--- config.mk ---
export PLATFORM = sky130hd
export DESIGN_NAME = mips_muldiv_flat
export DESIGN_NICKNAME = d
export VERILOG_FILES = /design/src/rtl/mips_muldiv_if.sv /design/src/rtl/mips_muldiv.sv /design/src/flat_wrapper.sv
export SDC_FILE = /design/constraint.sdc
export NUM_CORES = 1
export LEC_CHECK = 0
export ABC_AREA = 1
export BUFFER_PORTS_ARGS = -buffer_cell sky130_fd_sc_hd__clkbuf_2
export CORE_MARGIN = 3
export CORE_UTILIZATION = 45
export DETAILED_ROUTE_END_ITERATION = 10
export PLACE_DENSITY = 0.66
export SLEW_MARGIN = 20
export SYNTH_ARGS = -nofsm -noshare
export SYNTH_HDL_FRONTEND = slang
export SYNTH_SLANG_ARGS = --single-unit
--- constraint.sdc ---
create_clock -name clk -period 4.2 [get_ports clk]
set_clock_uncertainty 0.15 [all_clocks]
set_input_delay 0.42 -clock clk [delete_from_list [all_inputs] [get_ports clk]]
set_output_delay 0.42 -clock clk [all_outputs]
set_load 0.01 [all_outputs]
--- src/rtl/mips_muldiv_if.sv ---
// mips_muldiv_if: request/result bundle between the execute stage and the multiply/divide unit
interface mips_muldiv_if;
  logic        start;
  logic [3:0]  AluOP;
  logic [31:0] X;
  logic [31:0] Y;
  logic        hi_we;
  logic        lo_we;
  logic [31:0] wdata;
  logic        busy;
  logic        done;
  logic [31:0] HI;
  logic [31:0] LO;
  modport master (output start, AluOP, X, Y, hi_we, lo_we, wdata, input busy, done, HI, LO);
  modport slave  (input start, AluOP, X, Y, hi_we, lo_we, wdata, output busy, done, HI, LO);
endinterface

--- src/rtl/mips_muldiv.sv ---
// mips_muldiv: 32-cycle unsigned MULTU/DIVU unit with architectural HI/LO and MTHI/MTLO writes
// Ports: clk, rst_n (async active-low); bus.slave carries start/AluOP/X/Y requests,
// hi_we/lo_we/wdata writes, and busy/done/HI/LO results.
// MULDIV_DIV0_FAST_EN: DIVU by zero completes after a single cycle instead of 32.
module mips_muldiv (
  input logic clk,
  input logic rst_n,
  mips_muldiv_if.slave bus
);
  localparam logic [1:0] IDLE = 2'd0, RUN = 2'd1, DONE = 2'd2;
  logic [1:0] state;
  logic [4:0] cnt;
  logic is_div, fast;
  logic [31:0] xr, yr, hi, lo, a, b, a_n, b_n;
  logic [32:0] sum, r_s;
  logic tneg, go, div0;
  assign go = state == IDLE && bus.start && (bus.AluOP == 4'd3 || bus.AluOP == 4'd4);
`ifdef MULDIV_DIV0_FAST_EN
  assign div0 = bus.AluOP == 4'd4 && bus.Y == 32'd0;
`else
  assign div0 = 1'b0;
`endif
  // a/b hold {P_hi,P_lo} for MULTU and {R,Q} for DIVU; a restored remainder is always below Y, so 32 bits suffice
  always_comb begin
    sum  = {1'b0, a} + (b[0] ? {1'b0, xr} : 33'd0);
    r_s  = {a, b[31]};
    tneg = r_s < {1'b0, yr};
    a_n  = is_div ? (tneg ? r_s[31:0] : r_s[31:0] - yr) : sum[32:1];
    b_n  = is_div ? {b[30:0], ~tneg} : {sum[0], b[31:1]};
  end
  always_ff @(posedge clk or negedge rst_n) begin
    if (!rst_n) begin
      state  <= IDLE;
      cnt    <= '0;
      is_div <= 1'b0;
      fast   <= 1'b0;
      xr     <= '0;
      yr     <= '0;
      a      <= '0;
      b      <= '0;
      hi     <= '0;
      lo     <= '0;
    end else if (state == IDLE) begin
      if (go) begin
        state  <= RUN;
        cnt    <= div0 ? 5'd0 : 5'd31;
        is_div <= bus.AluOP == 4'd4;
        fast   <= div0;
        xr     <= bus.X;
        yr     <= bus.Y;
        a      <= '0;
        b      <= bus.AluOP == 4'd4 ? bus.X : bus.Y;
      end else begin
        if (bus.hi_we) hi <= bus.wdata;
        if (bus.lo_we) lo <= bus.wdata;
      end
    end else if (state == RUN) begin
      a   <= a_n;
      b   <= b_n;
      cnt <= cnt - 5'd1;
      if (cnt == 5'd0) begin
        state <= DONE;
        hi    <= fast ? xr : a_n;
        lo    <= fast ? 32'hFFFF_FFFF : b_n;
      end
    end else begin
      state <= IDLE;
    end
  end
  assign bus.busy = state != IDLE;
  assign bus.done = state == DONE;
  assign bus.HI   = hi;
  assign bus.LO   = lo;
endmodule

--- src/flat_wrapper.sv ---
// flat-port wrapper written by rule: the top's interface ports become plain ports
module mips_muldiv_flat 
  (clk, rst_n, bus_start, bus_AluOP, bus_X, bus_Y, bus_hi_we, bus_lo_we, bus_wdata, bus_busy, bus_done, bus_HI, bus_LO);
  mips_muldiv_if bus_i ();
  input logic clk;
  input logic rst_n;
  input wire logic [$bits(bus_i.start)-1:0] bus_start;
  input wire logic [$bits(bus_i.AluOP)-1:0] bus_AluOP;
  input wire logic [$bits(bus_i.X)-1:0] bus_X;
  input wire logic [$bits(bus_i.Y)-1:0] bus_Y;
  input wire logic [$bits(bus_i.hi_we)-1:0] bus_hi_we;
  input wire logic [$bits(bus_i.lo_we)-1:0] bus_lo_we;
  input wire logic [$bits(bus_i.wdata)-1:0] bus_wdata;
  output wire logic [$bits(bus_i.busy)-1:0] bus_busy;
  output wire logic [$bits(bus_i.done)-1:0] bus_done;
  output wire logic [$bits(bus_i.HI)-1:0] bus_HI;
  output wire logic [$bits(bus_i.LO)-1:0] bus_LO;
  assign bus_i.start = bus_start;
  assign bus_i.AluOP = bus_AluOP;
  assign bus_i.X = bus_X;
  assign bus_i.Y = bus_Y;
  assign bus_i.hi_we = bus_hi_we;
  assign bus_i.lo_we = bus_lo_we;
  assign bus_i.wdata = bus_wdata;
  assign bus_busy = bus_i.busy;
  assign bus_done = bus_i.done;
  assign bus_HI = bus_i.HI;
  assign bus_LO = bus_i.LO;
  mips_muldiv u_core (.clk(clk), .rst_n(rst_n), .bus(bus_i));
endmodule
==> flow_summary.ini, run 1 <==
[clock_network]
clkTransAtPathRegs_ns = 0.08
cts.sinks = 200
cts_tree = done
cts_max_path_buffers = 2
cts_resized = 0
cts_inserted_buffers = 17
clk_latency_ns = 0.45
cts-root-buf = clkbuf_16
cts_max_level = 4

[yosys]
synth_mux_area_share_pct = 2.51
yosys.area_share.simple_pct = 28.3
synth_fa_ha_area_share_pct = 6.04
ys_ff_latch = 200
synth_cell_types = 45
synth_compound_area_share_pct = 15.7
netlist_area_sq_um = 14300
syn_inst = 2105
yosysMostFrequentCell = nand2_1
synth_area_leaders = dfrtp_1, nand2_1, inv_1
seq_area_frac_synth_pct = 34.9
yosysTopAreaCell = dfrtp_1
avgSynthCellArea_sq_um = 6.81
synthXorXnorAreaFrac_pct = 1.65
ys.flop_type = dfrtp_1
yosysTopAreaCellShare_pct = 34.9
synth_commonest_cells = nand2_1, inv_1, dfrtp_1
synth_top_family_by_area = simple AND/OR/NAND/NOR gates
ys_warn_count = 0
synth_edf_count = 0
async_flop_share_pct = 100
syn_nets = 2278

[floorplanning]
core-area_sq_um = 31000
die_y_microns = 184
dieWidth_microns = 184
pin_count = 171
start_util_pct = 46.3
rows = 64
fp.dieArea_sq_um = 34000

[sta]
slew_headroom_pct = 30.2
setup_viol = 0
maxSlewViolCount = 0
fin_tns_setup_ns = 0
hold_viol = 0
rsz0062_at_grt = false
tightest_slew_ns = 1.04
final.period_utilization_pct = 80.2
fmax_ghz = 0.297
period_needed_ns = 3.37

[routing]
viasPerCell = 5.44
post_drt_wl_per_cell_microns = 18.9
vias = 14400
antenna_left = 0
drt_wl_total_microns = 49900
drc = 0
drtIter0Drc = 1531
dr.pass1.iters = 8

[power]
power.net_switching_w = 0.00701
power_frac_comb_pct = 61.0
clkPwrFrac_pct = 13.0
peakVddDrop_uv = 553
power_w = 0.0135
switching_share_pct = 52.0
pwr-share-seq_pct = 26.1
power.density_nw_per_um2 = 838
power.internal_w = 0.00647
leakagePower_nw = 8.66

[global_route]
overflow = 0
grt_pass1_vias = 13700
grt_max_degree = 114
grt_pass1_wl_microns = 77700
antenna_found_initial = 2
grt_usage_pct = 29.6

[placement]
dp_hpwl_microns = 38800
numPortBuffers = 170
gp_congestion = 0.948

[run]
cap_violations = 0

[run_status]
outcome = finished, final reports clean

[layout]
antenna_cells = 0
layout.nets = 2402
drive_gt1_share_pct = 13.4
area_growth_syn_to_layout_pct = 12.2

[setup_path]
critPathMaxFanout = 24
path_class = reg2reg
cp_data_required_time_ns = 4.41
critPathLaunchType = register
cp-end-kind = register
worstPathArrival_ns = 3.58

[worst_hold_path]
hold_path.class = in2reg
kinds of logic (layout without fill, tap and decap cells):
kind of cell,after synthesis,count (layout)
AO/OA/AOI/OAI,413,413
XOR/XNOR,27,27
adder cells (fa/ha/maj),68,68
buffers and inverters,400,537
flip-flops,200,200
multiplexers,32,32
AND/OR/NAND/NOR,965,965
worst paths after layout:
| kind | startpoint | to | slack [ns] | cells past startpoint |
|---|---|---|---|---|
| max in group asynchronous | rst_n | u_core.xr[28]$_DFFE_PN0P_ | 2.32 | 3 |
| worst min register to register | u_core.yr[12]$_DFFE_PN0P_ | u_core.yr[12]$_DFFE_PN0P_ | 0.34 | 2 |
| worst max register to register | u_core.b[0]$_DFFE_PN0P_ | u_core.a[27]$_DFFE_PN0P_ | 0.83 | 14 |
| worst max-delay path | u_core.b[0]$_DFFE_PN0P_ | u_core.a[27]$_DFFE_PN0P_ | 0.83 | 14 |
| min in group asynchronous | rst_n | u_core.b[6]$_DFFE_PN0P_ | 0.49 | 2 |
| worst min-delay path | bus_X[4] | u_core.xr[4]$_DFFE_PN0P_ | 0.06 | 2 |
layout make-up:
cell class                      instances  area, sq um
Clock inverter                         13          154
Timing Repair Buffer                  187         1010
Multi-Input combinational cell       1505         7780
Tap cell                              396          495
Clock buffer                           19          443
Sequential cell                       200         5010
Inverter                              318         1200
Fill cell                            3147        14900
state kept, by name, summed over array words and instances (netlist names):
register	count
u_core.b	32
u_core.cnt	5
u_core.bus.LO	32
u_core.is_div	1
u_core.yr	32
u_core.xr	32
u_core.bus.HI	32
u_core.state	2
u_core.a	32
routing by layer:
metal | part of all wire, % | GRT usage, % | vias to the layer above
li1 | - | - | 6998
met1 | 46 | 43.8 | 6738
met2 | 43 | 44.5 | 551
met3 | 8.4 | 5.74 | 59
met4 | 2.1 | 7.71 | 4
met5 | 0.032 | 0 | -
power groups by stage:
stage                     clock (W)  sequential, W  combinational (W)
after floorplan                   0        0.00340            0.00575
after global routing        0.00183        0.00360            0.00926
after global placement            0        0.00351            0.00806
after CTS                   0.00176        0.00350            0.00817
final                       0.00175        0.00352            0.00822
after detailed placement          0        0.00352            0.00812
per-stage QoR:
step,hold slack [ns],setup slack [ns],area [sq um],cells,utilization [%]
final,0.0601,0.832,16100,2638,51.9
after global routing,0.0603,0.581,16100,2638,51.9
after CTS,0.0542,0.861,16100,2638,51.9
after detailed placement,0.323,0.884,15500,2605,49.9
after global placement,0.318,0.912,15500,2605,49.9
after floorplan,-0.0256,1.79,14300,2105,-
placed cells by master, fill, tap and decap left out, types with 4 or more instances in the layout:
master     instances
nand2_1          584
inv_1            308
dfrtp_1          199
a21oi_1          180
clkbuf_2         169
nand3_1          161
nor2_1           152
o21ai_0          122
ha_1              66
o21a_1            32
mux2_2            32
a31oi_1           31
o21ai_1           27
clkbuf_16         17
xor2_1            15
nand2_2           14
buf_4             14
xnor2_1           12
nor3_1            11
o21bai_1          10
inv_2              8
nand4_1            7
nor2_2             6
nand3_2            6
inv_6              5
nor2_4             4
nand3b_1           4
and2_1             4
worst max-delay path, stage by stage, from the launching register on:
cell and delay, ns:
dfrtp_1 0.97, buf_4 0.33, nand2_1 0.07, inv_1 0.05
ha_1 0.28, a21oi_1 0.27, o21ai_0 0.16, o21bai_1 0.17
a21oi_1 0.24, nand2_1 0.09, nand2_1 0.06, nand3_1 0.06
nand2_1 0.10, nand2_1 0.07, o21ai_0 0.18
what timing repair did:
action | 4_1_cts | 5_1_grt
hold endpoints to repair | 10 | 0
setup endpoints to repair | 0 | 0
hold buffers | 1 | 0
buffers inserted | 0 | 0
(Power assumes the default switching activity.)
==> run 2, diff against run 1 <==
Settings changed: ABC_AREA 1 to 0, PLACE_DENSITY 0.66 to 0.67.
Clock period 4.2 ns to 3.5 ns, I/O delays scaled along.
==> flow_summary.ini, run 2 <==
[sta]
period_needed_ns = 3.39
rsz0062_at_grt = true
maxSlewViolCount = 0
slew_headroom_pct = 43.2
whs_ns = 0.0103
hold_viol = 0
final.period_utilization_pct = 96.7
setup_viol = 0
tightest_slew_ns = 0.852
fmax_ghz = 0.295

[setup_path]
worstPathArrival_ns = 3.56
critPathMaxFanout = 11
critPathLaunchType = register
cp-end-kind = register
cp_data_required_time_ns = 3.67
path_class = reg2reg

[clock_network]
cts.sinks = 200
cts_inserted_buffers = 17
cts-root-buf = clkbuf_16
cts_tree = done
clkTransAtPathRegs_ns = 0.08
clk_latency_ns = 0.46
cts_max_path_buffers = 2
cts_max_level = 4

[yosys]
ys.flop_type = dfrtp_1
ys_ff_latch = 200
synth_cell_types = 73
synth_commonest_cells = nand2_1, dfrtp_1, a21oi_1, o21ai_0, clkbuf_1
syn_nets = 1697
netlist_area_sq_um = 13200
synth_edf_count = 0
synth_area_leaders = dfrtp_1, nand2_1, ha_1
yosysMostFrequentCell = nand2_1
async_flop_share_pct = 100
yosysTopAreaCell = dfrtp_1
seq_area_frac_synth_pct = 37.8
avgSynthCellArea_sq_um = 8.68
yosysTopAreaCellShare_pct = 37.8
ys_warn_count = 0
syn_inst = 1524

[floorplanning]
pin_count = 171
rows = 62
fp.dieArea_sq_um = 31500
core-area_sq_um = 28900
dieWidth_microns = 177
die_y_microns = 177
start_util_pct = 45.9

[global_route]
overflow = 0
antenna_found_initial = 0
grt_usage_pct = 28.9
grt_max_degree = 88
grt_pass1_vias = 12300
grt_pass1_wl_microns = 69500

[routing]
antenna_left = 0
post_drt_wl_per_cell_microns = 21.9
vias = 12700
viasPerCell = 5.97
drtIter0Drc = 1211
dr.pass1.iters = 6
drc = 0
drt_wl_total_microns = 46600

[power]
leakagePower_nw = 7.68
power.density_nw_per_um2 = 956
peakVddDrop_uv = 399

[layout]
fin_area_sq_um = 16000
layout_common_cells = nand2_1, dfrtp_1, clkbuf_2
final_common_cell = nand2_1
utilization_pct = 55.3
area_growth_syn_to_layout_pct = 20.6
drive_gt1_share_pct = 23.4
layout.nets = 1900
antenna_cells = 0

[run_status]
outcome = finished, final reports clean

[run]
cap_violations = 0

[worst_hold_path]
hold_path.class = in2reg

[placement]
place_area_sq_um = 15000
dp_hpwl_microns = 35000
gp_congestion = 0.972
numPortBuffers = 170
-- run 2: changes by cell type in the layout (fill, tap and decap cells not counted), moves of 66 or more --
| cell | change |
|---|---|
| a21oi_1 | -84 |
| buf_4 | +66 |
| inv_1 | -249 |
| nand2_1 | -328 |
| nand3_1 | -126 |
| nor2_1 | -77 |
-- run 2: critical path, stage by stage (launching register included) --
cell	delay (ns)
dfrtp_2	0.44
buf_4	0.19
and2_1	0.16
ha_1	0.33
a21o_1	0.22
a21oi_2	0.22
o211a_1	0.26
o221ai_2	0.15
o211a_1	0.27
nor2_2	0.21
mux2_2	0.36
o21ai_1	0.18
o32ai_1	0.10
-- run 2: path summary, 6_finish.rpt --
check / from / to / slack [ns] / cells after the start
min in group asynchronous: rst_n / u_core.yr[21]$_DFFE_PN0P_ / 0.31 / 2
setup reg to reg: u_core.b[0]$_DFFE_PN0P_ / u_core.a[30]$_DFFE_PN0P_ / 0.11 / 12
hold / removal: bus_Y[20] / u_core.yr[20]$_DFFE_PN0P_ / 0.01 / 2
max in group asynchronous: rst_n / u_core.bus.LO[0]$_DFFE_PN0P_ / 2.07 / 3
setup / recovery: u_core.b[0]$_DFFE_PN0P_ / u_core.a[30]$_DFFE_PN0P_ / 0.11 / 12
hold reg to reg: u_core.bus.LO[28]$_DFFE_PN0P_ / u_core.bus.LO[28]$_DFFE_PN0P_ / 0.33 / 2
-- run 2: through the flow --
step | TNS [ns] | instances | total power, W | worst slack [ns]
2_1_floorplan | 0 | 1524 | 0.00958 | 0.331
3_3_place_gp | -0.290 | 2074 | 0.0127 | -0.157
4_1_cts | 0 | 2120 | 0.0150 | 0.00643
6_report | 0 | 2124 | 0.0152 | 0.114
3_5_place_dp | -0.244 | 2074 | 0.0128 | -0.131
5_1_grt | -0.00645 | 2124 | 0.0163 | -0.00564
-- run 2: per-layer routing --
layer	routed length (microns)	vias to the layer above	track usage, %	part of all wire (%)
met5	0	-	0	0
met1	19300	6153	36.1	41
met4	2890	0	17.3	6.2
met3	2260	127	4.02	4.8
met2	22200	495	47.5	48
li1	-	5895	-	-
-- run 2: cells by family (layout without fill, tap and decap cells) --
family                     Yosys count  count (layout)  share of synthesized area, %
AOI/OAI and AO/OA                  456             456                          22.8
xor gates and xnor gates            45              45                          2.98
adders and majority gates           68              68                          6.54
buffers and inverters              150             366                          4.49
DFF                                200             200                          37.8
muxes                               97              97                          8.00
and+or+nand+nor                    508             508                          17.4
-- run 2: repair_timing --
| action | 4_1_cts | 5_1_grt |
|---|---|---|
| pin swaps | 3 | 10 |
| resized for setup | 10 | 31 |
| cloned | 0 | 1 |
| hold buffers | 14 | 0 |
| endpoints found under the setup margin | 5 | 47 |
| setup buffers | 0 | 3 |
| hold endpoints to repair | 97 | 0 |
-- run 2: power breakdown --
group	total (W)	switching [W]	internal, W	leakage [nW]
Sequential	0.00398	0.000740	0.00324	2.50
Combinational	0.00920	0.00544	0.00375	4.89
Clock	0.00207	0.00100	0.00107	0.290
-- run 2: final cells by class --
class	count	area, sq um
Clock buffer	21	470
Clock inverter	11	135
Fill cell	2685	12900
Inverter	60	225
Multi-Input combinational cell	1174	7840
Sequential cell	200	5010
Tap cell	384	480
Timing Repair Buffer	274	1800
